### config.mk
export PLATFORM = sky130hd
export DESIGN_NAME = seg_scan_display
export DESIGN_NICKNAME = d
export VERILOG_FILES = /design/src/rtl/seg_scan_display.sv
export SDC_FILE = /design/constraint.sdc
export NUM_CORES = 1
export LEC_CHECK = 0
export BUFFER_PORTS_ARGS = -buffer_cell sky130_fd_sc_hd__buf_2
export CORE_MARGIN = 5
export CORE_UTILIZATION = 55
export DETAILED_ROUTE_END_ITERATION = 12
export GPL_ROUTABILITY_DRIVEN = 1
export HOLD_SLACK_MARGIN = 0.08
export PLACE_DENSITY = 0.83
export RECOVER_POWER = 25
export SETUP_SLACK_MARGIN = 0.02
export SLEW_MARGIN = 30
export SYNTH_ARGS = -nofsm -noshare
export SYNTH_HDL_FRONTEND = slang
export SYNTH_SLANG_ARGS = --single-unit
### constraint.sdc
create_clock -name clk -period 7.1 [get_ports clk]
set_clock_uncertainty 0.15 [all_clocks]
set_input_delay 0.71 -clock clk [delete_from_list [all_inputs] [get_ports clk]]
set_output_delay 0.71 -clock clk [all_outputs]
set_load 0.05 [all_outputs]
### src/rtl/seg_scan_display.sv
// seg_scan_display
//   Multiplexed 7-segment scan driver for the clock display. Each field is a
//   7-bit binary value (seconds, minutes, hours, ...). It is split into a
//   units digit (even digit index) and a tens digit (odd digit index). The
//   digits are time-multiplexed onto one shared set of segment lines.
//
//   A snapshot of every input is taken once per frame, so a whole frame is
//   always drawn from one coherent set of values. Each digit slot begins with
//   a short all-off window, which stops the previous digit's segments ghosting
//   onto the next digit. The module also provides per-field blink, a per-digit
//   decimal point, a dash mode, and a dash glyph for values >= 100.
//
// Ports
//   clk         system clock
//   rst_n       asynchronous active-low reset
//   fields      N_DIGITS/2 packed 7-bit fields; field 0 at [6:0]
//   blink_mask  per-field blink enable
//   dp_mask     per-digit decimal point request
//   dash        show "-" on every digit
//   brightness  (DISP_DIM_EN only) 4-bit PWM duty; 15 = fully on
//   dig         digit selects, active low, at most one low at a time
//   seg         {dp,g,f,e,d,c,b,a}; inverted when SEG_ACTIVE_LOW=1
//   frame_tick  one-cycle pulse in the first cycle after a snapshot loads
//
// Build option
//   DISP_DIM_EN  adds the brightness input and a free-running PWM gate on
//                the digit select during the SHOW part of each slot.
module seg_scan_display #(
  parameter int N_DIGITS       = 6,
  parameter int CLK_HZ         = 50000000,
  parameter int SCAN_HZ        = 1000,
  parameter int BLANK_CYC      = 16,
  parameter int BLINK_HZ       = 2,
  parameter int SEG_ACTIVE_LOW = 0
) (
  input  logic                      clk,
  input  logic                      rst_n,
  input  logic [7*N_DIGITS/2-1:0]   fields,
  input  logic [N_DIGITS/2-1:0]     blink_mask,
  input  logic [N_DIGITS-1:0]       dp_mask,
  input  logic                      dash,
`ifdef DISP_DIM_EN
  input  logic [3:0]                brightness,
`endif
  output logic [N_DIGITS-1:0]       dig,
  output logic [7:0]                seg,
  output logic                      frame_tick
);

  localparam int NF       = N_DIGITS / 2;
  localparam int FW       = 7 * NF;
  localparam int SCAN_DIV = CLK_HZ / SCAN_HZ;
  localparam int CNT_W    = (SCAN_DIV > 1) ? $clog2(SCAN_DIV) : 1;
  localparam int IDX_W    = (N_DIGITS > 1) ? $clog2(N_DIGITS) : 1;
  localparam int HALF     = CLK_HZ / (2 * BLINK_HZ);
  localparam int BW       = (HALF > 1) ? $clog2(HALF) : 1;

  localparam logic [CNT_W-1:0] CNT_LAST   = CNT_W'(SCAN_DIV - 1);
  localparam logic [CNT_W-1:0] BLANK_END  = CNT_W'(BLANK_CYC);
  localparam logic [IDX_W-1:0] IDX_LAST   = IDX_W'(N_DIGITS - 1);
  localparam logic [BW-1:0]    BLINK_LAST = BW'(HALF - 1);
  localparam logic [7:0]       SEG_INV    = (SEG_ACTIVE_LOW != 0) ? 8'hFF : 8'h00;
  localparam logic [6:0]       GLYPH_DASH = 7'h40;

  typedef enum logic {
    BLANK = 1'b0,
    SHOW  = 1'b1
  } slot_t;

  // Segment font for 0..9, bit order {g,f,e,d,c,b,a}.
  function automatic logic [6:0] font(input logic [3:0] d);
    logic [6:0] g;
    case (d)
      4'd0:    g = 7'h3F;
      4'd1:    g = 7'h06;
      4'd2:    g = 7'h5B;
      4'd3:    g = 7'h4F;
      4'd4:    g = 7'h66;
      4'd5:    g = 7'h6D;
      4'd6:    g = 7'h7D;
      4'd7:    g = 7'h07;
      4'd8:    g = 7'h7F;
      4'd9:    g = 7'h6F;
      default: g = GLYPH_DASH;
    endcase
    return g;
  endfunction

  // Glyph for one half of a field. A field that cannot be shown as two
  // decimal digits shows a dash on both of its digits.
  function automatic logic [6:0] glyph(input logic [6:0] v, input logic tens);
    logic [3:0] d;
    if (v >= 7'd100) begin
      return GLYPH_DASH;
    end
    d = tens ? 4'(v / 7'd10) : 4'(v % 7'd10);
    return font(d);
  endfunction

  // Scan position, slot state and blink timebase
  logic [CNT_W-1:0] cnt_q, cnt_next;
  logic [IDX_W-1:0] idx_q, idx_next;
  slot_t            slot_q, slot_next;
  logic [BW-1:0]    bcnt_q;
  logic             phase_q;
  logic             tick;
  logic             wrap;

  // Frame snapshot
  logic [FW-1:0]       snap_fields_q;
  logic [NF-1:0]       snap_blink_q;
  logic [N_DIGITS-1:0] snap_dp_q;
  logic                snap_dash_q;
  logic                frame_q;

`ifdef DISP_DIM_EN
  logic [3:0] pwm_q;
  logic [3:0] snap_bright_q;
`endif

  // Output registers
  logic [N_DIGITS-1:0] dig_p1, dig_next;
  logic [7:0]          seg_p1, seg_next;

  assign tick = (cnt_q == CNT_LAST);
  assign wrap = tick && (idx_q == IDX_LAST);

  // Slot FSM next state. BLANK covers the first BLANK_CYC counts of a slot,
  // so the state is derived from the count that the slot moves to next.
  always_comb begin
    cnt_next  = cnt_q + 1'b1;
    idx_next  = idx_q;
    slot_next = slot_q;
    if (tick) begin
      cnt_next = '0;
      idx_next = (idx_q == IDX_LAST) ? '0 : idx_q + 1'b1;
    end
    slot_next = (cnt_next < BLANK_END) ? BLANK : SHOW;
  end

  // ---- stage 0: scan counters, blink timebase, frame snapshot ----
  always_ff @(posedge clk or negedge rst_n) begin
    if (!rst_n) begin
      cnt_q         <= '0;
      idx_q         <= '0;
      slot_q        <= (BLANK_CYC > 0) ? BLANK : SHOW;
      bcnt_q        <= '0;
      phase_q       <= 1'b0;
      snap_fields_q <= '0;
      snap_blink_q  <= '0;
      snap_dp_q     <= '0;
      snap_dash_q   <= 1'b0;
      frame_q       <= 1'b0;
    end else begin
      cnt_q   <= cnt_next;
      idx_q   <= idx_next;
      slot_q  <= slot_next;
      frame_q <= wrap;
      if (bcnt_q == BLINK_LAST) begin
        bcnt_q  <= '0;
        phase_q <= ~phase_q;
      end else begin
        bcnt_q <= bcnt_q + 1'b1;
      end
      if (wrap) begin
        snap_fields_q <= fields;
        snap_blink_q  <= blink_mask;
        snap_dp_q     <= dp_mask;
        snap_dash_q   <= dash;
      end
    end
  end

`ifdef DISP_DIM_EN
  always_ff @(posedge clk or negedge rst_n) begin
    if (!rst_n) begin
      pwm_q         <= '0;
      snap_bright_q <= '0;
    end else begin
      pwm_q <= pwm_q + 4'd1;
      if (wrap) begin
        snap_bright_q <= brightness;
      end
    end
  end
`endif

  // Decode of the current slot. dig and seg are both computed here from the
  // same idx/slot, so they reach the pins on the same edge.
  always_comb begin
    logic [6:0] v;
    logic       fblink;
    logic       dpb;
    logic       lit;

    v        = '0;
    fblink   = 1'b0;
    dpb      = 1'b0;
    dig_next = '1;
    seg_next = 8'h00;

`ifdef DISP_DIM_EN
    lit = (pwm_q <= snap_bright_q);
`else
    lit = 1'b1;
`endif

    for (int f = 0; f < NF; f++) begin
      if (IDX_W'(f) == (idx_q >> 1)) begin
        v      = snap_fields_q[7*f +: 7];
        fblink = snap_blink_q[f];
      end
    end

    for (int d = 0; d < N_DIGITS; d++) begin
      if (IDX_W'(d) == idx_q) begin
        dpb = snap_dp_q[d];
        if (slot_q == SHOW && lit) begin
          dig_next[d] = 1'b0;
        end
      end
    end

    // Dash mode outranks blink, which outranks the normal glyph.
    if (snap_dash_q) begin
      seg_next = {1'b0, GLYPH_DASH};
    end else if (phase_q && fblink) begin
      seg_next = 8'h00;
    end else begin
      seg_next = {dpb, glyph(v, idx_q[0])};
    end
  end

  // ---- stage 1: registered pin drivers ----
  always_ff @(posedge clk or negedge rst_n) begin
    if (!rst_n) begin
      dig_p1 <= '1;
      seg_p1 <= 8'h00;
    end else begin
      dig_p1 <= dig_next;
      seg_p1 <= seg_next;
    end
  end

  assign dig        = dig_p1;
  assign seg        = seg_p1 ^ SEG_INV;
  assign frame_tick = frame_q;

endmodule

# [Word level (Yosys, flattened, before mapping)]
# Memory sizes are Yosys's and may differ from the RTL's.
# Index checks and enable logic that the tools add are counted.
[word_totals] register_bits=91 rom_bits=112 out_inout_bits=15 mem_count=1 inputBits=33
[mem_list] name="(no name shown)" depth=16 width=7 read_ports=1 rd_ports_with_merged_regs=0 write_ports=0 line="73" rtl="case (d)"
[classes] n_bitwise=1 n_reduce_logical=4 div_mod_pow=2 n_eq_ne=10 n_lt_le_gt_ge=2 mux=31 add_sub_neg=3
[ops] operator="7-bit two-way mux" count=5
[ops] operator="24-bit by 1-bit adder with 24-bit output (second input constant)" count=1
[ops] operator="24-bit == test (second input constant)" count=1
[ops] operator="24-bit two-way mux" count=1
[ops] operator="1-bit two-way mux" count=20
[ops] operator="16-bit by 1-bit adder with 16-bit output (second input constant)" count=1
[ops] operator="16-bit == test (second input constant)" count=1
[ops] operator="16-bit by 5-bit less-than comparator with 1-bit output (second input constant)" count=1
[ops] operator="16-bit two-way mux" count=1
[ops] operator="8-bit two-way mux" count=2
[ops] operator="7-bit by 4-bit divider with 7-bit output (second input constant)" count=1
[ops] operator="7-bit greater-or-equal comparator (second input constant)" count=1
[ops] operator="7-bit by 4-bit modulo with 7-bit output (second input constant)" count=1
[ops] operator="2-bit by 3-bit == test with 1-bit output (first input constant)" count=2
[ops] operator="3-bit == test (first input constant)" count=2
[ops] operator="3-bit logical NOT" count=2
[ops] operator="4-bit two-way mux" count=1
[ops] operator="3-bit by 1-bit adder with 3-bit output (second input constant)" count=1
[ops] operator="1-bit by 3-bit == test with 1-bit output (first input constant)" count=1
[ops] operator="3-bit == test (second input constant)" count=1
[ops] operator="3-bit two-way mux" count=1
[ops] operator="1-bit by 2-bit == test with 1-bit output (first input constant)" count=1
[ops] operator="2-bit == test (first input constant)" count=1
[ops] operator="1-bit logical AND" count=2
[ops] operator="1-bit inverter" count=1

# [Longest topological paths before layout]
# Gate-level depths: netlist of the first run.
[logic_depth] word_depth=11 depth_mapped=32

# [Worst setup path after synthesis of the first run]
# OpenSTA, ideal clock, no wires.
[synth_timing] path_type="flip-flop to flip-flop" from="register idx_q[2]" to="register seg_p1[5] (netlist: seg[5])" synth_period_minus_slack_ns=5.967 stages_incl_launch_ff=30 setup_slack_ns=1.133 t_arrival_ns=5.748 setup_ns=0.070 path_cell_list="dfrtp_1 buf_6 nor2b_4 buf_6 buf_6 a2bb2oi_1 nand2_1 nor2_1 a21oi_1 ha_1 a2111oi_4 o41ai_1 a21oi_1 o21ai_0 ha_1 a31oi_2 a211oi_1 or3b_1 buf_2 xnor2_1 inv_1 ha_1 inv_1 o211ai_1 mux2_4 and4b_1 or3_1 ha_1 or4_1 nand3_1"
[synth_between] elab_chain_len=11 word_cells_on_any_way=21
[synth_lines] element="start, declared" line="102" rtl="logic [IDX_W-1:0] idx_q, idx_next;"
[synth_lines] element="start signal, assigned" line="156" rtl="idx_q <= idx_next;"
[synth_lines] element="branches (longest 9 deep; another with 7-bit by 4-bit modulo with 7-bit output)"
[synth_lines] element="8-bit two-way mux (*)" line="227" rtl="end else if (phase_q && fblink) begin"
[synth_lines] element="8-bit two-way mux (*)" line="225" rtl="if (snap_dash_q) begin"
[synth_lines] element="via seg_next[5]" line="123" rtl="logic [7:0] seg_p1, seg_next;"
[synth_lines] element="end signal, assigned" line="241" rtl="seg_p1 <= seg_next;"
[synth_lines] element="end, declared" line="123"
# Mark *: on every way through the listed nets, which the timed path passes. The select of a mux whose other input is x is not followed.
# A chain may end at the register's enable or synchronous reset.

# [Worst setup path after layout of the first run]
[layout_timing] from="register idx_q[1]" to="register seg_p1[5] (netlist: seg[5])"
# The elaborated chain is that of the path after synthesis.

==> results by group, run 1 <==
STA
  – Unrepaired setup endpoints after global routing: false
  – Slew Limit Headroom: -98.68%
  – Worst-Margin Slew: ~3.0 ns
  – Setup TNS: 0 ns
  – Fmax: ~0.15 GHz
  – Setup-failing EPs final: 0
  – Worst setup margin: 0.4123 ns
  – Period Utilization, post-route: 94.19%
  – Slew Limit Fails: 94
  – Crit path time final: approximately 6.7 ns
  – Final hold viol count: 0

Cells and area
  – Layout net count: roughly 540
  – Final Core Density: between 60% and 70%
  – N_diodes: 0
  – Fill cells: 705
  – Syn-to-layout area delta: 10.70%
  – Fraction of layout cells with a size suffix above 1: between 20 and 25%

Yosys
  – Adder-Cell Fraction of Synth Area: 3.093%
  – Main area contributors after synthesis: dfrtp_1 (44%), mux2_2 (8.4%), xnor2_1 (3.6%), xor2_1 (3.4%), dfstp_2 (3.2%)
  – Synth Warn #: 0
  – Post-Syn Nets: a little under 500
  – Post-synth top area cell: dfrtp_1
  – Top cell type's share of synthesized area: about 44%
  – Flops & latches, synth: a little over 90
  – Compound-Gate Fraction of Synth Area: 11.42%
  – Xor and xnor area share after synthesis: a little over 7%
  – Largest family of logic cells by synthesized area: simple AND/OR/NAND/NOR gates
  – Post-synthesis cell area: ~0.0049 sq mm
  – Mux contribution to synthesized area: roughly 11%
  – Synth async-reset ratio: 100.0%
  – Syn avg cell area: about 11 sq um
  – Number of synthesized flops with an enable pin: 0
  – Predominant post-synthesis flop cell: dfrtp_1
  – Count of different cell masters after synthesis: 61
  – Post-Syn Instances: between 400 and 500
  – Post-Synth Simple-Gate Area: around 17%
  – Sequential-to-total area share from yosys stat: roughly 47%

Setup path
  – Worst path bufs/invs: 2
  – Setup crit start: idx_q[1]$_DFFE_PN0N_
  – Worst Setup End Kind: register
  – Max incr delay on CP: roughly 0.55 ns
  – Worst path required time: slightly above 7 ns
  – Crit path DAT: between 6 and 7 ns
  – Critical setup path kind: register to register
  – Launch point of the worst reg-to-reg path: idx_q[1]$_DFFE_PN0N_
  – Crit path max-delay family: simple AND/OR/NAND/NOR gates
  – Slowest CP cell: nor2b_4
  – Crit path top cell by count: ha_1
  – CP Max Fanout: 18
  – Startpoint types: register

Pwr
  – Pwr Total: 1124 uW
  – Maximum vdd drop: 0.1191 mV
  – Cell Pwr Density: 209.1 mW/mm^2
  – LEAKAGE: 0.002363 uW

Status
  – Status: finished, violations left
  – Violated checks: capacitance limit, slew limit

Drt
  – Routed Antenna Nets: 0
  – DR vias: 3600
  – Detailed router's first-iteration violation count: ~120
  – Residual DRC: 0
  – DR pass1 iterations: 4
  – Detailed-route wire length: 10090 microns
  – Via/cell ratio: between 5 and 6
  – DR WL/cell: roughly 17 microns

Clocking
  – Hold-fix buffers, CTS: 0
  – Postcts setup bufs: 0
  – CTS tree: yes
  – Max Root-Sink Buffers: 2
  – Clock Latency Late Sink: approximately 0.37 ns
  – H-tree lvl count: 3
  – Num CTS Buffers: 9
  – Post-CTS Resized: 0
  – Clock slew at reported path FFs: 0.09 ns
  – CTS Sinks: between 90 and 100
  – Root Driver: clkbuf_8

Floorplan
  – Starting Density: around 56%
  – # IOs: 48
  – Core area: slightly below 0.009 sq mm
  – Die Ht: slightly above 100 microns
  – Die Area: ~0.011 sq mm
  – Die X: around 100 microns
  – Num rows: 34

Global route
  – All-Layer GR Usage: a little under a fifth
  – Via count of the first global-routing pass: 3665
  – Grt total ovfl: 0
  – Initial antenna violation count: 0
  – Largest net degree at the start of global routing: 59
  – First-pass GRT wire length: approximately 17000 microns

Worst hold path
  – Worst hold path type: register to register
  – Hold_sp: cnt_q[0]$_DFF_PN0_

Place
  – Routability cong.: 0.8662
  – Placement Setup Slack: 0.4889 ns
  – Port bufs: 47
  – HPWL Detailed: roughly 7400 microns

Run
  – Max Cap Viol: 2
## cells in the mapped netlist, types with 6 or more instances
| master | number |
|---|---|
| dfrtp_1 | 85 |
| nor2_1 | 42 |
| mux2_2 | 36 |
| nand3_1 | 31 |
| nand2_1 | 30 |
| xnor2_1 | 20 |
| xor2_1 | 19 |
| ha_1 | 12 |
| inv_1 | 12 |
| and3_1 | 11 |
| a21oi_1 | 10 |
| o21ai_0 | 10 |
| mux2i_1 | 9 |
| nor3_1 | 9 |
| nand4_1 | 8 |
| a31oi_1 | 7 |
| dfstp_2 | 6 |
## where the power goes
group	switching (uW)	total [uW]	internal (uW)
clock	202	374	172
combinational	132	202	69.4
sequential	9.59	548	538
## path summary, 6_finish.rpt
kind | cells past startpoint | slack (ns) | end
min | 1 | 0.31 | cnt_q[0]$_DFF_PN0_
max in group asynchronous | 2 | 2.38 | idx_q[1]$_DFFE_PN0N_
min reg2reg | 1 | 0.31 | cnt_q[0]$_DFF_PN0_
max reg2reg | 25 | 0.41 | seg[5]$_DFF_PN0_
max | 25 | 0.41 | seg[5]$_DFF_PN0_
min in group asynchronous | 1 | 0.64 | cnt_q[11]$_DFF_PN0_
## cells by family after synthesis
family / after synthesis
adder cells (fa/ha/maj): 12
AO/OA/AOI/OAI: 64
multiplexers: 47
buffers and inverters: 33
flip-flops: 91
XOR/XNOR: 39
AND/OR/NAND/NOR: 166
## registers in the layout, indices dropped and copies added (netlist names)
register	cells
bcnt_q	24
snap_fields_q	21
cnt_q	16
seg	8
dig	6
snap_dp_q	6
idx_q	3
snap_blink_q	3
frame_tick	1
phase_q	1
slot_q	1
snap_dash_q	1
## per-layer routing
layer | global-route usage, % | wire length (microns) | vias to the layer above | part of all wire, %
met5 | 0 | 0 | - | 0
li1 | - | - | 1716 | -
met3 | 4.221 | 376 | 20 | 3.7
met1 | 23.10 | 4188 | 1795 | 41
met2 | 33.38 | 5316 | 69 | 53
met4 | 6.938 | 212 | 0 | 2.1
## area by class of cell
cell class | instances | area [sq um] | area share, %
inverter | 16 | 60.06 | 1.118
clock inverter | 7 | 87.58 | 1.630
multi-input combinational | 328 | 2414 | 44.91
tap | 108 | 135.1 | 2.515
sequential | 91 | 2286 | 42.54
timing repair buffer | 52 | 267.8 | 4.983
clock buffer | 9 | 123.9 | 2.305
## cell usage in the layout (no fill, tap or decap), types with 10 or more instances in the layout
cell     synthesis  layout
xor2_1          19      19
nor2_1          42      42
a21oi_1         10      10
nand3_1         31      31
o21ai_0         10      10
inv_1           12      12
buf_2            5      46
ha_1            12      12
and3_1          11      11
dfrtp_1         85      84
xnor2_1         20      20
mux2_2          36      36
nand2_1         30      30
## stage by stage
stage,area (sq um),hold WS [ns],instances
after global routing,5374,0.3413,611
after floorplan,4855,0.2619,452
after detailed placement,5169,0.2961,595
after CTS,5380,0.1261,611
after global placement,5169,0.2867,595
final,5374,0.3070,611
(Power assumes the default switching activity.)
==> run 2: changes to the inputs <==
- GPL_TIMING_DRIVEN: unset -> 0
==> results by group, run 2 (same netlist as run 1, synthesis figures left out) <==
Status
  – Status: finished, violations left (unchanged)
  – Violated checks: capacitance limit, slew limit (unchanged)

Drt
  – DR vias: 3713 (was 3600)
  – Detailed-route wire length: 10270 microns (was 10090 microns)
  – Via/cell ratio: 5.941 (was 5.892)
  – DR pass1 iterations: 6 (was 4)
  – Detailed router's first-iteration violation count: 141 (was 119)
  – Residual DRC: 0 (unchanged)
  – DR WL/cell: 16.44 microns (was 16.52 microns)
  – Routed Antenna Nets: 0 (unchanged)

STA
  – Slew Limit Fails: 94 (unchanged)
  – Worst setup margin: 0.4929 ns (was 0.4123 ns)
  – Setup-failing EPs final: 0 (unchanged)
  – Fmax: 0.1514 GHz (was 0.1495 GHz)
  – Crit path time final: 6.607 ns (was 6.688 ns)
  – Period Utilization, post-route: 93.06% (was 94.19%)
  – Slew Limit Headroom: -76.77% (was -98.68%)
  – Final hold viol count: 0 (unchanged)
  – Setup TNS: 0 ns (unchanged)
  – Worst-Margin Slew: 2.652 ns (was 2.980 ns)
  – Unrepaired setup endpoints after global routing: false (unchanged)

Clocking
  – Max Root-Sink Buffers: 2 (unchanged)
  – H-tree lvl count: 3 (unchanged)
  – CTS Sinks: 91 (unchanged)
  – Root Driver: clkbuf_8 (unchanged)
  – Num CTS Buffers: 9 (unchanged)
  – Clock Latency Late Sink: 0.36 ns (was 0.37 ns)
  – Hold-fix buffers, CTS: 0 (unchanged)
  – CTS tree: yes (unchanged)
  – Clock slew at reported path FFs: 0.10 ns (was 0.09 ns)

Worst hold path
  – Worst hold path type: register to register (unchanged)

Floorplan
  – Die Ht: 104.0 microns (unchanged)
  – # IOs: 48 (unchanged)
  – Core area: 0.008678 sq mm (unchanged)
  – Starting Density: 55.94% (unchanged)
  – Die X: 104.0 microns (unchanged)
  – Num rows: 34 (unchanged)
  – Die Area: 0.01081 sq mm (unchanged)

Place
  – HPWL Detailed: 7493 microns (was 7392 microns)
  – Routability cong.: 0.9089 (was 0.8662)
  – Port bufs: 47 (unchanged)
  – Placement Setup Slack: 0.3608 ns (was 0.4889 ns)

Cells and area
  – Largest regs: bcnt_q (24), snap_fields_q (21), cnt_q (16) (unchanged)
  – Fill cells: 688 (was 705)
  – Final Core Density: 63.13% (was 61.92%)
  – Largest register FFs: 24 (unchanged)
  – N_diodes: 0 (unchanged)
  – Syn-to-layout area delta: 12.86% (was 10.70%)
  – Footprint of the multi-input gates: 0.002446 sq mm (was 0.002414 sq mm)
  – Layout net count: 557 (was 543)
  – Most frequent cells in the layout: dfrtp_1 (85), buf_2 (51), nor2_1 (42) (was dfrtp_1 (84), buf_2 (46), nor2_1 (42))
  – Fraction of layout cells with a size suffix above 1: 25.92% (was 24.85%)
  – Register area: 0.002285 sq mm (was 0.002286 sq mm)
  – Largest Register: bcnt_q (unchanged)
  – Leading cell type in the layout, fill and taps excluded: dfrtp_1 (unchanged)

Pwr
  – Sw frac: 30.64% (was 30.61%)
  – LEAKAGE: 0.002417 uW (was 0.002363 uW)
  – Sequential share of power: 48.3% (was 48.7%)
  – Clock power frac: 33.1% (was 33.3%)
  – Cell Int Power: 784.3 uW (was 779.7 uW)
  – Switch Pwr: 346.5 uW (was 344.0 uW)
  – Combinational share of power: 18.6% (was 18.0%)
  – Maximum vdd drop: 0.1263 mV (was 0.1191 mV)
  – Cell Pwr Density: 206.4 mW/mm^2 (was 209.1 mW/mm^2)

Setup path
  – Startpoint types: register (unchanged)
  – CP Max Fanout: 10 (was 18)
  – Worst Setup End Kind: register (unchanged)
  – Critical setup path kind: register to register (unchanged)
  – Worst path required time: 7.25 ns (about the same)
  – Slowest CP cell: or4_1 (was nor2b_4)
  – Max incr delay on CP: 0.53 ns (was 0.55 ns)
  – Crit path top cell by count: ha_1 (unchanged)
  – Crit path DAT: 6.76 ns (was 6.84 ns)

Run
  – Max Cap Viol: 2 (unchanged)

Global route
  – Initial antenna violation count: 0 (unchanged)
  – Via count of the first global-routing pass: 3838 (was 3665)
  – All-Layer GR Usage: 19.69% (was 19.12%)
  – Grt total ovfl: 0 (unchanged)
  – First-pass GRT wire length: 17800 microns (was 17150 microns)
  – Largest net degree at the start of global routing: 52 (was 59)
run 2: changes by cell type in the layout (fill, tap and decap cells not counted), moves of 2 or more:
cell	change
clkbuf_1	+4
buf_4	-2
buf_1	+4
a2bb2oi_1	-2
buf_2	+5
a2bb2oi_2	+2
buf_6	+3
run 2: per-stage QoR:
step                      instance area (sq um)  hold slack [ns]  std cells  total power [uW]
after floorplan                            4855           0.2619        452             704.8
after global placement                     5225           0.2728        607             754.3
after detailed placement                   5259           0.2894        608             763.4
after CTS                                  5470          0.09139        624              1138
after global routing                       5479           0.3272        625              1187
final                                      5479           0.3002        625              1131
run 2: per-layer routing:
metal / up-vias / track usage, % / part of all wire (%) / wire length [microns]
li1: 1755 / - / - / -
met1: 1834 / 24.03 / 42 / 4267
met2: 107 / 34.34 / 52 / 5316
met3: 17 / 4.842 / 5.3 / 544
met4: 0 / 5.920 / 1.4 / 145
met5: - / 0 / 0 / 0
run 2: worst max-delay path, delay by kind of cell, from the launching register on:
kind / cells / cell delay (ns)
AND/OR/NAND/NOR: 8 / 2.08
AO/OA/AOI/OAI: 9 / 1.65
adder cells (fa/ha/maj): 4 / 0.99
buffers and inverters: 6 / 0.82
flip-flops: 1 / 0.39
multiplexers: 1 / 0.31
XOR/XNOR: 1 / 0.16
run 2: final cells by class:
cell class	count	area share, %
inverters	16	1.096
multi-input cells	328	44.65
plain buffers	17	1.758
well taps	108	2.466
flip-flops and latches	91	41.70
clock buffers	9	2.261
repair buffers	49	4.476
clock inverters	7	1.599
run 2: power groups by stage:
stage	Clock (uW)	Sequential [uW]	Combinational (uW)
after floorplan	0	597	108
after global placement	0	556	198
after detailed placement	0	557	207
after CTS	383	547	208
after global routing	407	549	231
final	374	547	210
run 2: path summary, 6_finish.rpt:
kind	startpoint	endpoint	slack, ns	depth (start not counted)
min reg2reg	cnt_q[0]$_DFF_PN0_	cnt_q[0]$_DFF_PN0_	0.30	1
min	cnt_q[0]$_DFF_PN0_	cnt_q[0]$_DFF_PN0_	0.30	1
max	idx_q[2]$_DFFE_PN0N_	seg[5]$_DFF_PN0_	0.49	29
max reg2reg	idx_q[2]$_DFFE_PN0N_	seg[5]$_DFF_PN0_	0.49	29
max in group asynchronous	rst_n	snap_blink_q[0]$_DFFE_PN0P_	2.68	2
min in group asynchronous	rst_n	cnt_q[12]$_DFF_PN0_	0.78	1
run 2: timing repair:
action	CTS	global route
buffers inserted	0	1
resized for setup	0	6
endpoints found under the setup margin	0	7
